File: src/rtl/branch_hazard_ctrl_pkg.sv
// -----------------------------------------------------------------------------
// branch_hazard_ctrl_pkg
//
// Shared scpu definitions used by the fetch-side control-hazard controller:
//   - bh_state_e : FSM state encoding (IDLE / WAIT_RESOLVE / REDIRECT)
//   - NOP_INSN   : instruction word loaded into IF/ID when a bubble is injected
//                  (addi x0, x0, 0)
//   - bh_state_name : readable state name for debug prints
//
// Optional feature macro used by the files importing this package:
//   BRANCH_HAZARD_PERF_EN
// -----------------------------------------------------------------------------
package branch_hazard_ctrl_pkg;

  typedef enum logic [1:0] {
    BH_IDLE     = 2'd0,
    BH_WAIT     = 2'd1,
    BH_REDIRECT = 2'd2
  } bh_state_e;

  localparam logic [31:0] NOP_INSN = 32'h0000_0013;

  function automatic string bh_state_name(input bh_state_e s);
    case (s)
      BH_IDLE:     return "IDLE";
      BH_WAIT:     return "WAIT_RESOLVE";
      BH_REDIRECT: return "REDIRECT";
      default:     return "ILLEGAL";
    endcase
  endfunction

endpackage

File: src/rtl/branch_hazard_ctrl_perf.sv
// -----------------------------------------------------------------------------
// branch_hazard_perf
//
// Pair of saturating performance counters for the control-hazard controller.
// Both counters stick at all-ones and are cleared only by reset.
//
// Ports:
//   clk            in  : system clock
//   rstn           in  : synchronous active-low reset
//   count_stall    in  : controller spent this cycle waiting for a resolve
//   count_branch   in  : controller accepted a new control instruction
//   stall_cycles   out : CNT_WIDTH saturating count of count_stall cycles
//   branch_count   out : CNT_WIDTH saturating count of count_branch cycles
//
// Only instantiated when BRANCH_HAZARD_PERF_EN is defined.
// -----------------------------------------------------------------------------
module branch_hazard_perf #(
  parameter int CNT_WIDTH = 32
) (
  input  logic                 clk,
  input  logic                 rstn,
  input  logic                 count_stall,
  input  logic                 count_branch,
  output logic [CNT_WIDTH-1:0] stall_cycles,
  output logic [CNT_WIDTH-1:0] branch_count
);

  localparam logic [CNT_WIDTH-1:0] CNT_MAX = '1;
  localparam logic [CNT_WIDTH-1:0] CNT_ONE = CNT_WIDTH'(1);

  always_ff @(posedge clk) begin
    if (!rstn) begin
      stall_cycles <= '0;
    end else if (count_stall && (stall_cycles != CNT_MAX)) begin
      stall_cycles <= stall_cycles + CNT_ONE;
    end
  end

  always_ff @(posedge clk) begin
    if (!rstn) begin
      branch_count <= '0;
    end else if (count_branch && (branch_count != CNT_MAX)) begin
      branch_count <= branch_count + CNT_ONE;
    end
  end

endmodule

File: src/rtl/branch_hazard_ctrl.sv
// -----------------------------------------------------------------------------
// branch_hazard_ctrl
//
// Fetch-side control-hazard controller. When fetch flags a branch/JAL/JALR,
// the controller freezes the PC and feeds bubbles into IF/ID until execute
// resolves the instruction; a taken outcome is followed by a one-cycle
// redirect of the PC. There is no prediction.
//
// Ports:
//   clk, rstn                       : clock, synchronous active-low reset
//   branchhazardin_if_valid         : IF holds a valid instruction
//   branchhazardin_is_branch_jump   : that instruction is a branch/JAL/JALR
//   branchhazardin_flush            : trap/exception flush from writeback
//   branchhazardin_resolve_valid    : execute resolves the in-flight insn
//   branchhazardin_resolve_taken    : resolved outcome is taken
//   branchhazardin_resolve_target   : resolved target address
//   branchhazardout_stall_fetch     : hold the PC register
//   branchhazardout_bubble          : load NOP into IF/ID
//   branchhazardout_redirect_valid  : load redirect_pc into the PC
//   branchhazardout_redirect_pc     : registered redirect address
//   branchhazardout_stall_cycles    : cycles spent in WAIT_RESOLVE
//   branchhazardout_branch_count    : control instructions accepted
//   debug_state                     : current FSM state (observability)
//
// Handshake: the resolve interface is a one-shot strobe with no back-pressure;
// resolve_valid is only acted on in WAIT_RESOLVE and is dropped in every other
// state. Detection (if_valid && is_branch_jump) is likewise only acted on in
// IDLE. flush overrides every transition except reset.
//
// Configuration macro: BRANCH_HAZARD_PERF_EN
//   defined   : counters are live (branch_hazard_perf is instantiated)
//   undefined : counter ports are tied to zero, no counter flops exist
// -----------------------------------------------------------------------------
module branch_hazard_ctrl
  import branch_hazard_ctrl_pkg::*;
#(
  parameter int PC_WIDTH  = 32,
  parameter int CNT_WIDTH = 32
) (
  input  logic                 clk,
  input  logic                 rstn,
  input  logic                 branchhazardin_if_valid,
  input  logic                 branchhazardin_is_branch_jump,
  input  logic                 branchhazardin_flush,
  input  logic                 branchhazardin_resolve_valid,
  input  logic                 branchhazardin_resolve_taken,
  input  logic [PC_WIDTH-1:0]  branchhazardin_resolve_target,
  output logic                 branchhazardout_stall_fetch,
  output logic                 branchhazardout_bubble,
  output logic                 branchhazardout_redirect_valid,
  output logic [PC_WIDTH-1:0]  branchhazardout_redirect_pc,
  output logic [CNT_WIDTH-1:0] branchhazardout_stall_cycles,
  output logic [CNT_WIDTH-1:0] branchhazardout_branch_count,
  output bh_state_e            debug_state
);

  // JALR targets may carry bit 0 set; the PC is always halfword aligned.
  localparam logic [PC_WIDTH-1:0] ALIGN_MASK = ~PC_WIDTH'(1);

  bh_state_e state_q;
  bh_state_e state_d;

  logic detect;
  logic take_redirect;

  assign detect        = branchhazardin_if_valid && branchhazardin_is_branch_jump;
  // A flushed resolve must not disturb the redirect register either.
  assign take_redirect = (state_q == BH_WAIT) && !branchhazardin_flush &&
                         branchhazardin_resolve_valid && branchhazardin_resolve_taken;

  // ---------------------------------------------------------------------------
  // State register
  // ---------------------------------------------------------------------------
  always_ff @(posedge clk) begin
    if (!rstn) begin
      state_q <= BH_IDLE;
    end else begin
      state_q <= state_d;
    end
  end

  // ---------------------------------------------------------------------------
  // Next-state logic
  // ---------------------------------------------------------------------------
  always_comb begin
    state_d = state_q;
    if (branchhazardin_flush) begin
      state_d = BH_IDLE;
    end else begin
      case (state_q)
        BH_IDLE: begin
          // A resolve seen here is spurious and ignored, even alongside detect.
          if (detect) begin
            state_d = BH_WAIT;
          end
        end
        BH_WAIT: begin
          if (branchhazardin_resolve_valid) begin
            state_d = branchhazardin_resolve_taken ? BH_REDIRECT : BH_IDLE;
          end
        end
        BH_REDIRECT: begin
          state_d = BH_IDLE;
        end
        default: begin
          state_d = BH_IDLE;
        end
      endcase
    end
  end

  // ---------------------------------------------------------------------------
  // Moore outputs decoded from the state register
  // ---------------------------------------------------------------------------
  always_comb begin
    branchhazardout_stall_fetch    = 1'b0;
    branchhazardout_bubble         = 1'b0;
    branchhazardout_redirect_valid = 1'b0;
    case (state_q)
      BH_WAIT: begin
        branchhazardout_stall_fetch = 1'b1;
        branchhazardout_bubble      = 1'b1;
      end
      BH_REDIRECT: begin
        // PC moves to the target this cycle; the slot fetched meanwhile is
        // still on the wrong path, so it is squashed as well.
        branchhazardout_redirect_valid = 1'b1;
        branchhazardout_bubble         = 1'b1;
      end
      default: begin
      end
    endcase
  end

  assign debug_state = state_q;

  // ---------------------------------------------------------------------------
  // Redirect address register
  // ---------------------------------------------------------------------------
  always_ff @(posedge clk) begin
    if (!rstn) begin
      branchhazardout_redirect_pc <= '0;
    end else if (take_redirect) begin
      branchhazardout_redirect_pc <= branchhazardin_resolve_target & ALIGN_MASK;
    end
  end

  // ---------------------------------------------------------------------------
  // Performance counters
  // ---------------------------------------------------------------------------
`ifdef BRANCH_HAZARD_PERF_EN
  logic count_branch;

  // Counts the IDLE->WAIT_RESOLVE transition, so a flush on the detect cycle
  // (which keeps the FSM in IDLE) does not count.
  assign count_branch = (state_q == BH_IDLE) && detect && !branchhazardin_flush;

  branch_hazard_perf #(
    .CNT_WIDTH (CNT_WIDTH)
  ) u_perf (
    .clk          (clk),
    .rstn         (rstn),
    .count_stall  (state_q == BH_WAIT),
    .count_branch (count_branch),
    .stall_cycles (branchhazardout_stall_cycles),
    .branch_count (branchhazardout_branch_count)
  );
`else
  assign branchhazardout_stall_cycles = '0;
  assign branchhazardout_branch_count = '0;
`endif

endmodule

File: config.mk
export PLATFORM = sky130hd
export DESIGN_NAME = branch_hazard_ctrl
export DESIGN_NICKNAME = d
export VERILOG_FILES = /design/src/rtl/branch_hazard_ctrl_pkg.sv /design/src/rtl/branch_hazard_ctrl_perf.sv /design/src/rtl/branch_hazard_ctrl.sv
export SDC_FILE = /design/constraint.sdc
export NUM_CORES = 1
export LEC_CHECK = 0
export ABC_AREA = 0
export ABC_CLOCK_PERIOD_IN_PS = 1950
export CAP_MARGIN = 20
export CORE_UTILIZATION = 35
export CTS_CLUSTER_SIZE = 14
export DETAILED_ROUTE_END_ITERATION = 10
export PLACE_DENSITY = 0.81
export SLEW_MARGIN = 10
export SYNTH_ARGS = -nofsm -noshare
export SYNTH_HDL_FRONTEND = slang
export SYNTH_SLANG_ARGS = --single-unit
File: constraint.sdc
create_clock -name clk -period 1.95 [get_ports clk]
set_clock_uncertainty 0.05 [all_clocks]
set_input_delay 0.195 -clock clk [delete_from_list [all_inputs] [get_ports clk]]
set_output_delay 0.195 -clock clk [all_outputs]
set_load 0.01 [all_outputs]
==> impl_metrics.ini, run 1 <==
[status]
status = finished, final reports clean

[routing]
antenna_left = 0
wl_um = 3690
route.vias.total = 1463
dr.pass1.iters = 4
drc = 0
wl_per_cell_um = 10.1
detail_route.iter0.violations = 39
vias_per_cell = 4.01

[critical_path]
crit_chain = inv_1 > ha_1 > clkdlybuf4s50_1
worstSetupPathType = flop to output pin
reg2reg_depth = 6
cp_max_fo = 4
cp_top_family = buffers and inverters
cpMaxStageDelayCell = clkdlybuf4s50_1
r2r_slack_ns = 0.47
worst_ep_arrival_time_ns = 1.58
reg2reg_to = branchhazardout_redirect_pc[17]$_SDFFE_PN0P_
critPathBufInv = 2
cp-end-kind = output pin
cp_slowest_stage_delay_ns = 0.53
r2r-start = debug_state[1]$_SDFFE_PP0P_
required_ns = 1.70
start_kind = flop

[grt]
grt_pass1_vias = 1359
grt_first_pass_wirelength_um = 6020
grt_usage = 0.125
grt_max_degree = 32
antenna_found_initial = 0
grt-ovfl-total = 0

[power]
power_leakage_nw = 0.992
power.density_nw_per_um2 = 587
vdd_ir_drop_max_v = 0.000274

[min_path]
holdPathEnd = branchhazardout_redirect_pc[17]$_SDFFE_PN0P_
hp-start = branchhazardout_redirect_pc[17]$_SDFFE_PN0P_
hold_path_depth = 2
hold_path_class = flop to flop

[layout]
antenna_cells = 0
final-seq-area_um2 = 662
multi_input_comb_area_um2 = 980
syn_to_final_growth_pct = 32.7
nNetsFinal = 338
drive_gt1_frac = 0.163
stdcell_count = 365
fillerInstances = 511

[placement]
hpwl_um = 2890
port_buffers = 73
dp_cells = 357
routabilityCongestion = 0.668

[synthesis]
synth_area_um2 = 1980
ys_top_cells_by_area = dfxtp_1 33%, buf_4 25%, a21boi_2 17%
synth_top_cell_area_share = 0.334
synthArstFlopShare = 0
yosys_most_used_dff = dfxtp_1
synth_edf_count = 0
synth_cell_types = 20
avgSynthCellArea_um2 = 8.98
yosysMostFrequentCell = buf_4
synth_common_cells = 65 x buf_4, 58 x nand2_1, 33 x dfxtp_1, 30 x a21boi_2
seq_area_frac_synth = 0.334
synth-seq-cells = 33
synth_top_area_cell = dfxtp_1
synthCells = 220
yosysWarnings = 0

[timing]
rsz0062_at_grt = false
setup_viol = 0
min_period_over_period = 0.936
layout_min_cycle_time_ns = 1.82
drv_slew = 0
tns_ns = 0
finalHoldViolCount = 0
fmax_mhz = 548

[floorplanning]
core_area_um2 = 5270
num_rows = 26
dieWidth_um = 77.1
design.die.area_um2 = 5950
io_pins = 140
die_h_um = 77.1
start_util = 0.375

[cts]
postCtsHoldBufs = 0
cts_tree = built
ctsHtreeMaxLevel = 2
cts_buffers = 5
clock-root-buffer = clkbuf_8
clk_latency_ns = 0.27
cts_sinks = 33
path_clk_slew_ns = 0.06
clock_path_buffers = 2

[run]
drv_cap = 0
## layer usage
layer,vias to the layer above,track usage,wire length (um)
met5,-,0,0
met4,0,0.0396,19
met3,2,0.0500,330
met2,69,0.240,1980
met1,673,0.121,1360
li1,719,-,-
## cell usage in the layout (no fill, tap or decap)
master | netlist | routed
o2111ai_1 | 1 | 1
dfxtp_1 | 33 | 32
inv_1 | 2 | 2
dfxtp_2 | 0 | 1
nand4b_1 | 1 | 1
o31ai_1 | 2 | 2
nor2b_1 | 1 | 1
ha_1 | 5 | 5
buf_4 | 65 | 5
nand2_2 | 5 | 5
clkdlybuf4s50_1 | 0 | 73
clkbuf_8 | 0 | 6
and2b_1 | 1 | 1
clkbuf_1 | 3 | 1
nand2_1 | 58 | 58
a21boi_0 | 2 | 2
bufinv_16 | 0 | 1
a21boi_2 | 30 | 30
and4b_1 | 1 | 1
o211ai_1 | 2 | 2
conb_1 | 1 | 65
## area by class of cell
type / instances / area share
Multi-Input combinational cell: 174 / 0.374
Timing Repair Buffer: 78 / 0.293
Sequential cell: 33 / 0.253
Tap cell: 70 / 0.0334
Clock buffer: 7 / 0.0329
Clock inverter: 1 / 0.0115
Inverter: 2 / 0.00286
## registers in the layout, summed over array words and instances, names as in the netlist
register	cells
branchhazardout_redirect_pc	31
debug_state	2
## worst max path at each step
stage	startpoint	to	slack (ns)	cells after the start
CTS	debug_state[0]$_SDFFE_PP0P_	branchhazardout_bubble	0.08	3
global placement	debug_state[0]$_SDFFE_PP0P_	branchhazardout_bubble	0.43	3
finish	debug_state[1]$_SDFFE_PP0P_	branchhazardout_bubble	0.13	3
floorplan	debug_state[1]$_SDFFE_PP0P_	branchhazardout_redirect_pc[23]$_SDFFE_PN0P_	0.50	7
global route	debug_state[1]$_SDFFE_PP0P_	branchhazardout_bubble	0.05	3
detailed placement	debug_state[0]$_SDFFE_PP0P_	branchhazardout_bubble	0.39	3
## tightest hold or removal path, delay by kind of cell, from the launching register on
kind            cells  cell delay [ns]
compound gates      1             0.06
simple gates        1             0.04
flops               1             0.31
## stage by stage
step           hold slack [ns]  instance area [um2]  total power [W]  utilization  setup slack, ns
2_1_floorplan            0.272                 2220         0.000896            -            0.505
3_3_place_gp             0.402                 2500         0.000896        0.475            0.428
3_5_place_dp             0.406                 2500         0.000897        0.475            0.393
4_1_cts                  0.405                 2620          0.00157        0.497           0.0850
5_1_grt                  0.413                 2620          0.00162        0.497           0.0519
6_report                 0.411                 2620          0.00154        0.497            0.125
## logic make-up (layout without fill, tap and decap cells)
logic type	after synthesis	after routing	share of synthesized area
buffers and inverters	77	88	0.291
AO/OA/AOI/OAI	37	37	0.198
flip-flops	33	33	0.334
other	1	65	0.00190
adder cells (fa/ha/maj)	5	5	0.0317
AND/OR/NAND/NOR	67	67	0.143
## what timing repair did
item	in CTS	in global routing
setup endpoints to repair	0	1
gates resized for setup	0	1
setup buffers	0	0
## report_power, final
part / switching, W / internal [W] / total, W
registers: 0.00000349 / 0.000679 / 0.000683
logic: 0.000100 / 0.000102 / 0.000202
clock network: 0.000238 / 0.000417 / 0.000655
total: 0.000342 / 0.00120 / 0.00154
(Power assumes the default switching activity.)
==> run 2: changes to the inputs <==
- ABC_CLOCK_PERIOD_IN_PS: 1950 -> not set
- CTS_CLUSTER_SIZE: 14 -> 24
==> results of run 2 <==
Final layout, timing and power as in run 1 (identical DEF).
